==> config.mk <==
export PLATFORM = sky130hd
export DESIGN_NAME = resonator_osc_mc
export DESIGN_NICKNAME = d
export VERILOG_FILES = /design/src/rtl/resonator_osc_mc.sv
export SDC_FILE = /design/constraint.sdc
export NUM_CORES = 2
export LEC_CHECK = 0
export ABC_AREA = 1
export CORE_UTILIZATION = 65
export DETAILED_ROUTE_END_ITERATION = 12
export GPL_TIMING_DRIVEN = 0
export PLACE_DENSITY = 0.82
export SLEW_MARGIN = 20
export SYNTH_ARGS = -nofsm -noshare
export SYNTH_HDL_FRONTEND = slang
export SYNTH_SLANG_ARGS = --single-unit
==> constraint.sdc <==
create_clock -name Fg_CLK -period 12.9 [get_ports Fg_CLK]
set_input_delay 2.58 -clock Fg_CLK [delete_from_list [all_inputs] [get_ports Fg_CLK]]
set_output_delay 2.58 -clock Fg_CLK [all_outputs]
set_load 0.005 [all_outputs]
==> src/rtl/resonator_osc_mc.sv <==
// -----------------------------------------------------------------------------
// resonator_osc_mc
// Time-multiplexed multi-channel recursive sinusoid generator. Every channel
// runs y[n] = C*y[n-1] - y[n-2] (C = 2cos(w), Q(DW-FRAC).FRAC) through one
// shared multiplier, one channel per clock during a sweep. Frequency/phase
// reloads written through cfg_* are held in shadow registers and applied to a
// channel only when its y[n-1] sits inside the zero-crossing window, so a
// retune never produces a step in the output.
//
// Optional build macro: SAT_EN -- clamp the new sample to the DW-bit signed
// range instead of wrapping modulo 2^DW (default: wrap).
//
// Ports
//   Fg_CLK, RESETn       clock, asynchronous active-low reset
//   Ready                reload every channel from shadow now, abort sweep
//   Enable               start one sweep (ignored while busy)
//   zc_sel               0: window = top ZC_BITS bits, 1: top ZC_BITS-1 bits
//   cfg_wr/cfg_ch        write shadow regs of cfg_ch, mark it pending
//   cfg_init1/cfg_init2  reload magnitude sin(w) / reload coefficient C
//   busy                 sweep in progress
//   out_valid/out_ch     registered per-channel result strobe and channel
//   out_data             new y[n] of out_ch
//   sweep_done           strobe alongside the last channel's result
//   pending              per-channel reload-waiting flags
// -----------------------------------------------------------------------------
module resonator_osc_mc #(
   parameter int DW      = 32,
   parameter int FRAC    = 29,
   parameter int NCH     = 4,
   parameter int CH_W    = 2,
   parameter int ZC_BITS = 10
) (
   input  logic            Fg_CLK,
   input  logic            RESETn,
   input  logic            Ready,
   input  logic            Enable,
   input  logic            zc_sel,
   input  logic            cfg_wr,
   input  logic [CH_W-1:0] cfg_ch,
   input  logic [DW-1:0]   cfg_init1,
   input  logic [DW-1:0]   cfg_init2,
   output logic            busy,
   output logic            out_valid,
   output logic [CH_W-1:0] out_ch,
   output logic [DW-1:0]   out_data,
   output logic            sweep_done,
   output logic [NCH-1:0]  pending
);

   typedef enum logic {IDLE, SWEEP} state_t;

   state_t          state;
   logic [CH_W-1:0] k;

   logic signed [DW-1:0] y1      [NCH];
   logic signed [DW-1:0] y2      [NCH];
   logic signed [DW-1:0] coef    [NCH];
   logic signed [DW-1:0] sh_init [NCH];
   logic signed [DW-1:0] sh_coef [NCH];

   // Shared datapath: operands of the channel currently being processed
   logic signed [DW-1:0]   cy1, cy2, ccoef, cinit;
   logic signed [2*DW-1:0] prod, quo;
   logic signed [2*DW:0]   diff;
   logic signed [DW-1:0]   ystep, reload_val, ynew;
   logic                   zc, reload;
   logic                   lsb_unused;

   assign cy1   = y1[k];
   assign cy2   = y2[k];
   assign ccoef = coef[k];
   assign cinit = sh_init[k];

   // Operands sign-extended to 2*DW: the low 2*DW bits of the product are
   // the exact signed product.
   assign prod = {{DW{cy1[DW-1]}}, cy1} * {{DW{ccoef[DW-1]}}, ccoef};
   assign quo  = prod >>> FRAC;
   // One guard bit so q - y2 can never overflow before reduction
   assign diff = {quo[2*DW-1], quo} - {{(DW+1){cy2[DW-1]}}, cy2};
   assign lsb_unused = ^prod[FRAC-1:0];

`ifdef SAT_EN
   localparam logic signed [2*DW:0] SMAX = {{(DW+2){1'b0}}, {(DW-1){1'b1}}};
   localparam logic signed [2*DW:0] SMIN = {{(DW+2){1'b1}}, {(DW-1){1'b0}}};
   always_comb begin
      ystep = diff[DW-1:0];
      if (diff > SMAX)      ystep = SMAX[DW-1:0];
      else if (diff < SMIN) ystep = SMIN[DW-1:0];
   end
`else
   logic wrap_unused;
   assign wrap_unused = ^diff[2*DW:DW];
   assign ystep = diff[DW-1:0];
`endif

   // Zero-crossing window: the top W bits of y1 are pure sign extension
   always_comb begin
      zc = (&cy1[DW-1 -: ZC_BITS]) | ~(|cy1[DW-1 -: ZC_BITS]);
      if (zc_sel)
         zc = (&cy1[DW-1 -: ZC_BITS-1]) | ~(|cy1[DW-1 -: ZC_BITS-1]);
   end

   assign reload = pending[k] & zc;
   // Restart with the sign that continues the half-wave y2 was heading into
   assign reload_val = cy2[DW-1] ? cinit : -cinit;
   assign ynew = reload ? reload_val : ystep;

   always_ff @(posedge Fg_CLK or negedge RESETn) begin
      if (!RESETn) begin
         state      <= IDLE;
         k          <= '0;
         busy       <= 1'b0;
         out_valid  <= 1'b0;
         out_ch     <= '0;
         out_data   <= '0;
         sweep_done <= 1'b0;
         pending    <= '0;
         for (int i = 0; i < NCH; i++) begin
            y1[i]      <= '0;
            y2[i]      <= '0;
            coef[i]    <= '0;
            sh_init[i] <= '0;
            sh_coef[i] <= '0;
         end
      end else begin
         out_valid  <= 1'b0;
         sweep_done <= 1'b0;
         if (Ready) begin
            for (int i = 0; i < NCH; i++) begin
               y1[i]   <= sh_init[i];
               y2[i]   <= '0;
               coef[i] <= sh_coef[i];
            end
            pending <= '0;
            state   <= IDLE;
            busy    <= 1'b0;
            k       <= '0;
         end else begin
            case (state)
               IDLE: if (Enable) begin
                  state <= SWEEP;
                  busy  <= 1'b1;
                  k     <= '0;
               end
               SWEEP: begin
                  if (reload) begin
                     y1[k]      <= reload_val;
                     y2[k]      <= '0;
                     coef[k]    <= sh_coef[k];
                     pending[k] <= 1'b0;
                  end else begin
                     y1[k] <= ystep;
                     y2[k] <= cy1;
                  end
                  out_valid <= 1'b1;
                  out_ch    <= k;
                  out_data  <= ynew;
                  if (k == CH_W'(NCH-1)) begin
                     state      <= IDLE;
                     busy       <= 1'b0;
                     sweep_done <= 1'b1;
                     k          <= '0;
                  end else begin
                     k <= k + 1'b1;
                  end
               end
               default: state <= IDLE;
            endcase
         end
         // Placed last so a new request survives a same-cycle clear
         if (cfg_wr) begin
            sh_init[cfg_ch] <= cfg_init1;
            sh_coef[cfg_ch] <= cfg_init2;
            pending[cfg_ch] <= 1'b1;
         end
      end
   end

endmodule

==> metrics.yaml <==
detailed_routing:
  wl_um: 304000
  wl_per_cell_um: 28.5
  ant_nets: 0
  drt_iter0_markers: 10513
  via_count: 69833
  drtPass1Iterations: 13
  routed_via_density: 6.54
  drc_errors: 0
final_layout:
  final_cell_mix: "nand2_1 (2016), inv_1 (1438), fa_1 (1047), o21ai_0 (902), nor2_1 (806)"
  nets: 10530
  synthToLayoutAreaGrowth_pct: 9.00
  ff_latch_area_mm2: 0.0171
  final_common_cell: "nand2_1"
  fillers: 8566
  multi_input_area_mm2: 0.0469
  drive_gt1_frac: 0.0553
global_routing:
  antenna_found_initial: 17
  grt_usage: 0.547
  grt_pass1_wl_um: 438000
  grt_max_degree: 104
  gr-total-overflow: 0
  first_global_vias: 68286
floorplanning:
  core_area_mm2: 0.109
  rows: 121
  start_util: 0.657
  die_w_um: 334
  die-area_mm2: 0.111
  die-height_um: 334
  io_pins: 113
clock_network:
  cts_tree: "yes"
  root_buffer: "clkbuf_16"
  cts.htree.levels: 3
  cts.sinks: 684
  insertion_delay_ps: 710
  cts_buffer_depth: 3
  numCtsBuffers: 75
  cts.clk_slew.worst_paths_ps: 60
setup_path:
  critPathMostFrequentCell: "fa_1"
  slowest_delay_ps: 660
  start_kind: "flop"
  end_kind: "flop"
  slowest_stage: "fa_1"
  crit_arrival_ps: 13570
  crit_required_ps: 13490
  worstPathMaxFanout: 10
  path_class: "reg2reg"
logic_synthesis:
  netlist_area_mm2: 0.0716
  synth_edf_count: 0
  seq_area_frac_synth: 0.239
  synthFlopType: "dfrtp_1"
  ys_types: 57
  yosysWarnings: 0
  synth_cells: 8974
  synth_seq_cells: 684
  synthesis.nets: 10308
  synth.avg_cell_area_um2: 7.98
  async_flop_share: 1.00
placement:
  gp_congestion: 1.10
  hpwlAfterDp_um: 240000
  portBuffers: 111
sta:
  relSlewSlack: 0.167
  finalMaxSlewViolations: 0
  fin_ws_ps: -76.5
  timing.fmax_mhz: 77.1
  min_period_ps: 12980
  fin_worst_skew_ps: 64.0
  setup_viol: 6
  timing.final.crit_share: 1.01
  finalHoldViolCount: 0
  tightest_slew_ps: 1250
  timing.hold.ws_ps: 476
status:
  violations: "setup timing"
  status: "complete, but fails checks"
worst_hold_path:
  hp-class: "reg2reg"
job:
  max_cap_viol_count: 0
==> through the flow <==
stage	std cells	TNS, ps	util	instance area [µm²]	setup WS (ps)
global route	10667	-7.25	0.715	78000	-7.25
finish	10682	-127	0.716	78000	-76.5
detailed placement	10508	-87490	0.685	74700	-1180
global placement	10499	-	0.683	74500	-20780
CTS	10636	0	0.710	77400	8.39
floorplan	8974	0	-	71600	3060
==> critical path: cells and delay by family (launching register included) <==
kind	cells	cell delay, ps
AO/OA/AOI/OAI	6	1470
XOR/XNOR	1	410
adder cells (fa/ha/maj)	10	4950
buffers and inverters	11	2630
flip-flops	1	510
AND/OR/NAND/NOR	14	2790
==> cells by family after synthesis <==
logic type / Yosys count / share of synthesized area
compound gates: 1599 / 0.125
buf+inv: 2012 / 0.111
flops: 684 / 0.239
simple gates: 3363 / 0.187
fa+ha+maj: 1262 / 0.331
xor+xnor: 54 / 0.00661
==> path summary, 6_finish.rpt <==
kind	cells past startpoint	endpoint	from	slack [ps]
hold / removal	2	coef[124]	coef[124]	480
setup reg to reg	42	y1[22]	k[1]	-80
min in group asynchronous	1	sh_init[105]	RESETn	1890
hold reg to reg	2	coef[124]	coef[124]	480
max in group asynchronous	4	y2[102]	RESETn	9170
setup / recovery	42	y1[22]	k[1]	-80
==> final cells by class <==
| class | count | share of cell area |
|---|---|---|
| Antenna cell | 17 | 0.000545 |
| Sequential cell | 684 | 0.219 |
| Clock inverter | 23 | 0.00427 |
| Tap cell | 1414 | 0.0227 |
| Clock buffer | 109 | 0.0276 |
| Inverter | 1475 | 0.0715 |
| Buffer | 532 | 0.0322 |
| Timing Repair Buffer | 150 | 0.0208 |
| Multi-Input combinational cell | 6278 | 0.601 |
==> sequential cells by signal (all words and copies together), names as in the netlist <==
| signal | count |
|---|---|
| coef | 128 |
| out_valid | 1 |
| out_data | 32 |
| k | 2 |
| sh_init | 128 |
| pending | 4 |
| y1 | 128 |
| state | 1 |
| busy | 1 |
| y2 | 128 |
| out_ch | 2 |
| sh_coef | 128 |
| sweep_done | 1 |
==> synthesized netlist by cell type, types with 3 or more instances <==
cell,count,share of area
clkinv_1,3,0.00016
a22o_1,28,0.0034
inv_2,22,0.0012
a21o_1,6,0.00063
a31oi_1,50,0.0044
buf_6,13,0.0020
nor2_1,808,0.042
nor2_2,3,0.00026
buf_1,42,0.0022
a21oi_2,7,0.00086
o221ai_1,16,0.0020
nand4_1,51,0.0045
o22ai_1,36,0.0031
o21ai_2,8,0.00098
dfrtp_1,684,0.24
o211ai_1,87,0.0091
nor3_1,26,0.0018
xnor2_1,18,0.0022
a32oi_1,19,0.0023
buf_2,161,0.011
or2_2,9,0.00079
xor2_1,36,0.0044
inv_1,1450,0.076
o21ai_0,903,0.063
a211oi_1,5,0.00052
nand3_1,403,0.028
nor2_4,3,0.00047
clkbuf_1,300,0.016
fa_1,1050,0.29
ha_1,212,0.037
nor4_1,5,0.00044
a21oi_1,316,0.022
buf_4,21,0.0022
a22oi_1,29,0.0030
nand2_1,2036,0.11
a32oi_2,9,0.0020
o21a_1,6,0.00063
o21bai_1,21,0.0022
o21ai_1,36,0.0025
o22a_1,3,0.00037
nand2_2,9,0.00079
==> metal layers <==
metal	GRT usage	up-vias	part of all wire
li1	-	28359	-
met1	0.668	33353	0.33
met2	0.755	6354	0.40
met3	0.241	1751	0.17
met4	0.433	16	0.10
met5	0	-	0.00092
==> what timing repair did <==
item                                    4_1_cts  5_1_grt
hold buffers                                  0        0
pin swaps                                     2        8
buffers inserted                              1       28
cloned                                        0        0
endpoints found under the setup margin      127      113
gates resized for setup                      72       93
Power is not shown: default switching activity piles up to over one toggle a cycle in this logic, so the estimate is an artifact.
